--- config.mk ---
export PLATFORM = sky130hd
export DESIGN_NAME = truth_table_sweeper
export DESIGN_NICKNAME = d
export VERILOG_FILES = /design/src/rtl/truth_table_sweeper.sv
export SDC_FILE = /design/constraint.sdc
export NUM_CORES = 1
export LEC_CHECK = 0
export CORE_UTILIZATION = 50
export DETAILED_ROUTE_END_ITERATION = 10
export PLACE_DENSITY = 0.74
export RECOVER_POWER = 100
export SLEW_MARGIN = 20
export SYNTH_ARGS = -nofsm -noshare
export SYNTH_HDL_FRONTEND = slang
export SYNTH_SLANG_ARGS = --single-unit
--- constraint.sdc ---
create_clock -name clk -period 2.4 [get_ports clk]
set_clock_uncertainty 0.15 [all_clocks]
set_input_delay 0.36 -clock clk [delete_from_list [all_inputs] [get_ports clk]]
set_output_delay 0.36 -clock clk [all_outputs]
set_load 0.1 [all_outputs]
--- src/rtl/truth_table_sweeper.sv ---
// Truth-table sweeper: walks a 4-input circuit through all 16 rows and scores its output.
// Define SWEEP_GRAY_ORDER_EN to visit rows in Gray-code order instead of binary order.
module truth_table_sweeper #(
   parameter int          SETTLE_CYCLES = 4,
   parameter logic [15:0] EXPECTED      = 16'h0026
) (
   input  logic        clk,
   input  logic        rst,
   input  logic        start,
   input  logic        abort,
   input  logic        dut_out,
   output logic        in1,
   output logic        in2,
   output logic        in3,
   output logic        in4,
   output logic        busy,
   output logic        done,
   output logic [15:0] observed,
   output logic        mismatch,
   output logic [4:0]  mismatch_count
);

   typedef enum logic [2:0] {IDLE, APPLY, SETTLE, SAMPLE, DONE} state_t;

   state_t      state_reg;
   logic [3:0]  step_reg;
   logic [3:0]  row_reg;
   logic [7:0]  cnt_reg;
   logic [15:0] table_next;

   function automatic logic [3:0] row_of(input logic [3:0] s);
`ifdef SWEEP_GRAY_ORDER_EN
      return s ^ (s >> 1);
`else
      return s;
`endif
   endfunction

   // The row register is the circuit drive and also the index the sample lands in,
   // so Gray order still fills the table by row.
   assign {in1, in2, in3, in4} = row_reg;

   always_comb begin
      table_next          = observed;
      table_next[row_reg] = dut_out;
   end

   always_ff @(posedge clk) begin
      if (rst) begin
         state_reg      <= IDLE;
         step_reg       <= '0;
         row_reg        <= '0;
         cnt_reg        <= '0;
         busy           <= 1'b0;
         done           <= 1'b0;
         observed       <= '0;
         mismatch       <= 1'b0;
         mismatch_count <= '0;
      end else if (abort && state_reg != IDLE) begin
         state_reg <= IDLE;
         row_reg   <= '0;
         busy      <= 1'b0;
         done      <= 1'b0;
      end else begin
         done <= 1'b0;
         case (state_reg)
            IDLE: begin
               if (start) begin
                  observed       <= '0;
                  mismatch       <= 1'b0;
                  mismatch_count <= '0;
                  step_reg       <= '0;
                  busy           <= 1'b1;
                  state_reg      <= APPLY;
               end
            end
            APPLY: begin
               row_reg   <= row_of(step_reg);
               cnt_reg   <= 8'(SETTLE_CYCLES);
               state_reg <= SETTLE;
            end
            SETTLE: begin
               cnt_reg <= cnt_reg - 8'd1;
               if (cnt_reg <= 8'd1) state_reg <= SAMPLE;
            end
            SAMPLE: begin
               observed <= table_next;
               if (dut_out != EXPECTED[row_reg]) mismatch_count <= mismatch_count + 5'd1;
               if (step_reg == 4'd15) begin
                  mismatch  <= |(table_next ^ EXPECTED);
                  busy      <= 1'b0;
                  done      <= 1'b1;
                  state_reg <= DONE;
               end else begin
                  step_reg  <= step_reg + 4'd1;
                  state_reg <= APPLY;
               end
            end
            DONE: state_reg <= IDLE;
            default: state_reg <= IDLE;
         endcase
      end
   end

endmodule

==> reports/metrics.yaml <==
outcome: "finished, final reports clean"
cts_sinks: 44
multiInputGateArea_um2: 1300
globalRouteOverflowTotal: 0
max-cap-violations: 0
synthesis.area_um2: 2320
number_of_buffers_added_by_the_clock_tree_synthesis_step: 5
finalSetupViolations: 0
grt_first_pass_wirelength_mm: 8.07
seq_area_um2: 886
tritoncts_clock_tree: "built"
fin_total_pwr_mw: 1.90
power.static_leakage_nw: 0.936
post-route-worst-setup-slack_ns: 0.311
portBuffers: 32
post_route_cells_drive_above_1_share_pct: 11.0
synthesis.instances: 262
viasPerCell: 5.49
die_width_um: 70.1
clock-root-buffer: "clkbuf_8"
worstRegToRegCells: 5
clock_latency_ns: 0.30
post_cts_hold_buffers: 0
cts_repair_resize_count: 0
io_pins: 33
reg2reg_slack_ns: 0.31
timing.rr.end: "mismatch"
floorplan.initialDensity_pct: 52.6
grt_max_degree: 24
holdCritStartpoint: "observed[5]"
dpl.hpwl_mm: 3.18
post-route-drc-count: 0
path_clk_slew_ns: 0.09
first_global_vias: 1747
crit_path_start: "row_reg[1]"
finalInstanceArea_um2: 2570
synth.net_count: 272
largest_register_ff_count: 16
post-cts-setup-buffer-count: 0
vdd_ir_drop_max_uv: 543
design.final.nets: 301
totalNegativeSetupSlack_ns: 0
drt_first_iter_violations: 86
maxClockFrequency_ghz: 0.479
crit_path_max_fanout: 18
synth_seq_cells: 44
fillCellCount: 417
mostFrequentLayoutCells: "nor2_1 (60), dfxtp_1 (40), a21oi_1 (24), clkbuf_1 (24), mux2i_1 (21)"
worst_slew_pin_slew_ns: 1.17
rsz0062_at_grt: "false"
fin_cells: 344
critPathCaptureType: "register"
drtAntennaViolNets: 0
critical_path.endpoint: "mismatch"
reg2reg_from: "row_reg[1]"
synth_sequential_area_ratio_pct: 38.0
detailed_router_iteration_count_before_antenna_repair: 4
power_per_cell_area_nw_per_um2: 737
timing.final.hold_violations: 0
type_of_the_most_critical_hold_path: "register to register"
postSynthAreaPerCell_um2: 8.85
chipHeight_um: 70.1
globalplace.congestion: 0.773
antenna_found_initial: 0
period_needed_ns: 2.09
slew_viol_final: 0
die_area_um2: 4920
yosys_warnings: 0
area_growth_syn_to_layout_pct: 10.8
num_vias: 1890
place.detailed.instances: 336
ys_types: 41
final_common_cell: "nor2_1"
floorplan.core_area_um2: 4410
critical_path_class: "register to register"
cell_row_count: 24
routed_wl_mm: 4.69
timing.final.crit_share_pct: 87.1
placedInstanceArea_um2: 2590
dp_slack_ns: 0.164
cts_max_path_buffers: 2
start_kind: "register"
critical_path_arrival_ns: 2.12
timing.slew.headroom_pct: 22.0
wire_per_inst_um: 13.6
clock_tree.htree_level_count: 2
timing.critical_path.required_ns: 2.43
grt_use_total_pct: 20.6
insertedDiodeCount: 0
-- how the worst min path moves through the flow --
stage	depth (start not counted)	end	slack, ns
3_5_place_dp	2	observed[5]	0.33
2_1_floorplan	2	cnt_reg[5]	0.33
5_1_grt	2	mismatch	0.37
3_3_place_gp	2	observed[5]	0.31
4_1_cts	2	observed[5]	0.34
6_report	2	observed[5]	0.33
-- cells by family after synthesis --
| family | count (synthesis) | synth area share, % |
|---|---|---|
| AOI/OAI and AO/OA | 32 | 7.77 |
| xor gates and xnor gates | 15 | 5.66 |
| adders and majority gates | 5 | 2.70 |
| buffers and inverters | 21 | 5.02 |
| DFF | 44 | 38.0 |
| muxes | 23 | 10.0 |
| and+or+nand+nor | 122 | 30.9 |
-- routing by layer --
layer,GRT usage [%],part of all wire [%],wire length (µm),vias to the layer above
li1,-,-,-,965
met1,26.8,47,2220,877
met2,33.8,47,2200,43
met3,4.91,4.6,217,5
met4,6.22,1.1,51,0
met5,0,0,0,-
-- synth_stat cells (all sizes together) --
cell,instances,area [µm²]
nor2,60,225
dfxtp,44,881
a21oi,24,120
mux2i,21,210
buf,12,82.6
nand2,11,41.3
xnor2,10,87.6
nor4b,7,86.3
clkbuf,5,18.8
ha,5,62.6
nor3,5,30.0
xor2,5,43.8
and4bb,4,50.1
inv,4,15.0
nand2b,4,25.0
nand4,4,25.0
nand4b,4,35.0
nor3b,4,52.6
or3,4,25.0
nor4,3,25.0
o21ai,3,15.0
a2bb2oi,2,17.5
mux2,2,22.5
nand3,2,10.0
nor4bb,2,20.0
or2,2,12.5
and2b,1,7.51
and3b,1,8.76
nand3b,1,7.51
nand4bb,1,11.3
nor2b,1,6.26
o21bai,1,11.3
o31ai,1,7.51
o32ai,1,8.76
or4,1,11.3
-- area by class of cell --
class,instances,area share [%]
timing repair buffer,39,7.64
multi-input combinational,197,50.5
clock buffer,5,2.68
inverter,4,0.584
sequential,44,34.5
tap,52,2.53
clock inverter,3,1.65
-- critical path, stage by stage (launching register included) --
cell	delay (ns)
dfxtp_2	0.54
nor4bb_1	0.39
mux2i_1	0.27
nand4_1	0.17
nor4_1	0.33
o32ai_1	0.12
-- metrics by stage --
| stage | utilization, % | hold slack (ns) |
|---|---|---|
| floorplan | - | 0.330 |
| global placement | 58.7 | 0.308 |
| detailed placement | 58.7 | 0.331 |
| CTS | 61.2 | 0.342 |
| global route | 58.2 | 0.373 |
| finish | 58.2 | 0.334 |
-- report_power, final --
group | leakage [nW] | internal (mW) | total (mW) | switching [mW]
Clock | 0.0541 | 0.308 | 0.560 | 0.252
Sequential | 0.358 | 0.787 | 0.849 | 0.0623
Combinational | 0.524 | 0.196 | 0.486 | 0.291
Total | 0.936 | 1.29 | 1.90 | 0.605
Note: power is estimated with default switching activity, not from simulation.
==> patch: new RTL, same settings <==
The 5 states of `state_t` get a Gray code encoding in 3 bits.
--- a/src/rtl/truth_table_sweeper.sv
+++ b/src/rtl/truth_table_sweeper.sv
@@ -21,5 +21,5 @@
 );
 
-   typedef enum logic [2:0] {IDLE, APPLY, SETTLE, SAMPLE, DONE} state_t;
+   typedef enum logic [2:0] {IDLE = 3'b000, APPLY = 3'b001, SETTLE = 3'b011, SAMPLE = 3'b010, DONE = 3'b110} state_t;
 
    state_t      state_reg;
Check against the original RTL: no difference found for any inputs over 10 cycles, from zero or initial values and one cycle with rst high; not proved beyond that.
==> patch against the unedited design <==
Sequential cell count unchanged. Via count down 1.7%. Worst setup slack better by 20 ps. Register-to-register slack better by 30 ps. Synthesized area down 1.1%. Utilization increased by 0.46 points. Wire length down 1.4%. Final area about the same. Critical endpoint is now observed[14]. Largest cell class unchanged.
Power is not compared: it rests on default switching activity, and its combinational part moved more than twofold at a synthesized area within 25%.
==> patch: results (changes against the unedited design) <==
stage	metric	value	unit	change
min_path	Hold Path Origin	cnt_reg[1]		
critical_path	RR Startpoint	state_reg[1]		
synth	count of cell types in the netlist	47		+15%
critical_path	WP data arrival	1560	ps	-560 ps
global_routing	vias in the first global route	1637		-6.3%
critical_path	FF-to-FF setup slack	340	ps	+30 ps
synth	Post-Syn Nets	265		-2.6%
global_routing	largest net degree at the start of global routing	24		unchanged
global_routing	total track usage	19.6	%	-1.0 points
drt	number of DRC markers in iteration 0	110		+28%
critical_path	CP max stage cell	clkbuf_1		
global_routing	initial antenna violation count	0		unchanged
placement	Place WS	276	ps	+112 ps
critical_path	CP max FO	3		-15
global_routing	first-pass GRT wire length	7680	um	-4.9%
run_status	outcome	finished clean		
synth	most instantiated cells after synthesis	54 x nor2_1, 44 x dfxtp_1, 25 x a21oi_1, 20 x mux2i_1, 10 x nand2_1		
synth	top cells by area, synth	dfxtp_1 38%, nor2_1 8.8%, mux2i_1 8.7%, a21oi_1 5.5%, xor2_1 3.4%		
placement	placed wire-length estimate	3000	um	-5.7%
min_path	Hold Path Class	register to register		
sta	Final Hold Viols	0		unchanged
critical_path	CP delay by family, top	buffers and inverters		
synth	sequential-to-total area share from yosys stat	38.4	%	+0.44 points
clock_tree	maximum clock path buffer count	2		unchanged
min_path	Worst Hold End	cnt_reg[1]		
drt	Via density	5.46		-0.54%
finish	layout cells sized above 1	12.2	%	+1.2 points
sta	Slew headroom	21.9	%	-0.15 points
finish	Final #Nets	297		-1.3%
critical_path	worst r2r path cells	6		+1
clock_tree	Post CTS Setup Buffer Count	0		unchanged
critical_path	CP peak stage delay	880	ps	+340 ps
placement	GPL Wtd Cong	0.799		+3.3%
drt	Post-Route WL	4620	um	-1.4%
clock_tree	post-CTS sizing	0		unchanged
patch: kinds of logic after synthesis:
kind of cell    after synthesis  share of synthesized area, %
compound gates               34                          9.22
xor+xnor                     13                          4.96
fa+ha+maj                     5                          2.73
buf+inv                      18                          4.25
flops                        44                          38.4
mux                          22                          9.71
simple gates                119                          30.7
patch: how the worst max path moves through the flow:
stage | from | end | slack, ps | depth (start not counted)
after floorplan | row_reg[1] | mismatch | 240 | 6
after global placement | abort | register | 320 | 7
after detailed placement | abort | register | 280 | 7
after CTS | state_reg[2] | register | 370 | 6
after global routing | state_reg[1] | mismatch | 160 | 6
final | observed[14] | observed[14] | 330 | 1
patch: power groups by stage:
| stage | Clock [mW] | Sequential, mW | Combinational, mW |
|---|---|---|---|
| floorplan | 0 | 0.829 | 0.145 |
| CTS | 0.633 | 0.778 | 0.236 |
| global placement | 0 | 0.794 | 0.232 |
| global route | 0.661 | 0.782 | 0.241 |
| detailed placement | 0 | 0.795 | 0.234 |
| finish | 0.614 | 0.777 | 0.221 |
patch: metal layers:
metal  routed length [um]  global-route usage (%)  vias to the layer above
met3                  145                    4.36                        7
met4                   67                    6.67                        0
met2                 2060                    30.1                       31
met1                 2350                    27.0                      859
li1                     -                       -                      961
met5                    0                       0                        -
patch: final cells by class:
type / count / area (sq um)
Fill cell: 422 / 1810
Multi-Input combinational cell: 193 / 1290
Sequential cell: 44 / 886
Timing Repair Buffer: 39 / 195
Clock buffer: 7 / 96.3
Tap cell: 52 / 65.1
Clock inverter: 1 / 30.0
Inverter: 4 / 15.0
patch: through the flow:
stage	instances	hold slack (ps)	total power [mW]	instance area [sq um]	util (%)
finish	340	308	1.61	2570	58.7
global route	340	335	1.68	2570	58.7
CTS	340	311	1.65	2710	61.8
detailed placement	332	299	1.03	2580	58.9
global placement	332	293	1.03	2580	58.9
floorplan	255	282	0.974	2300	-
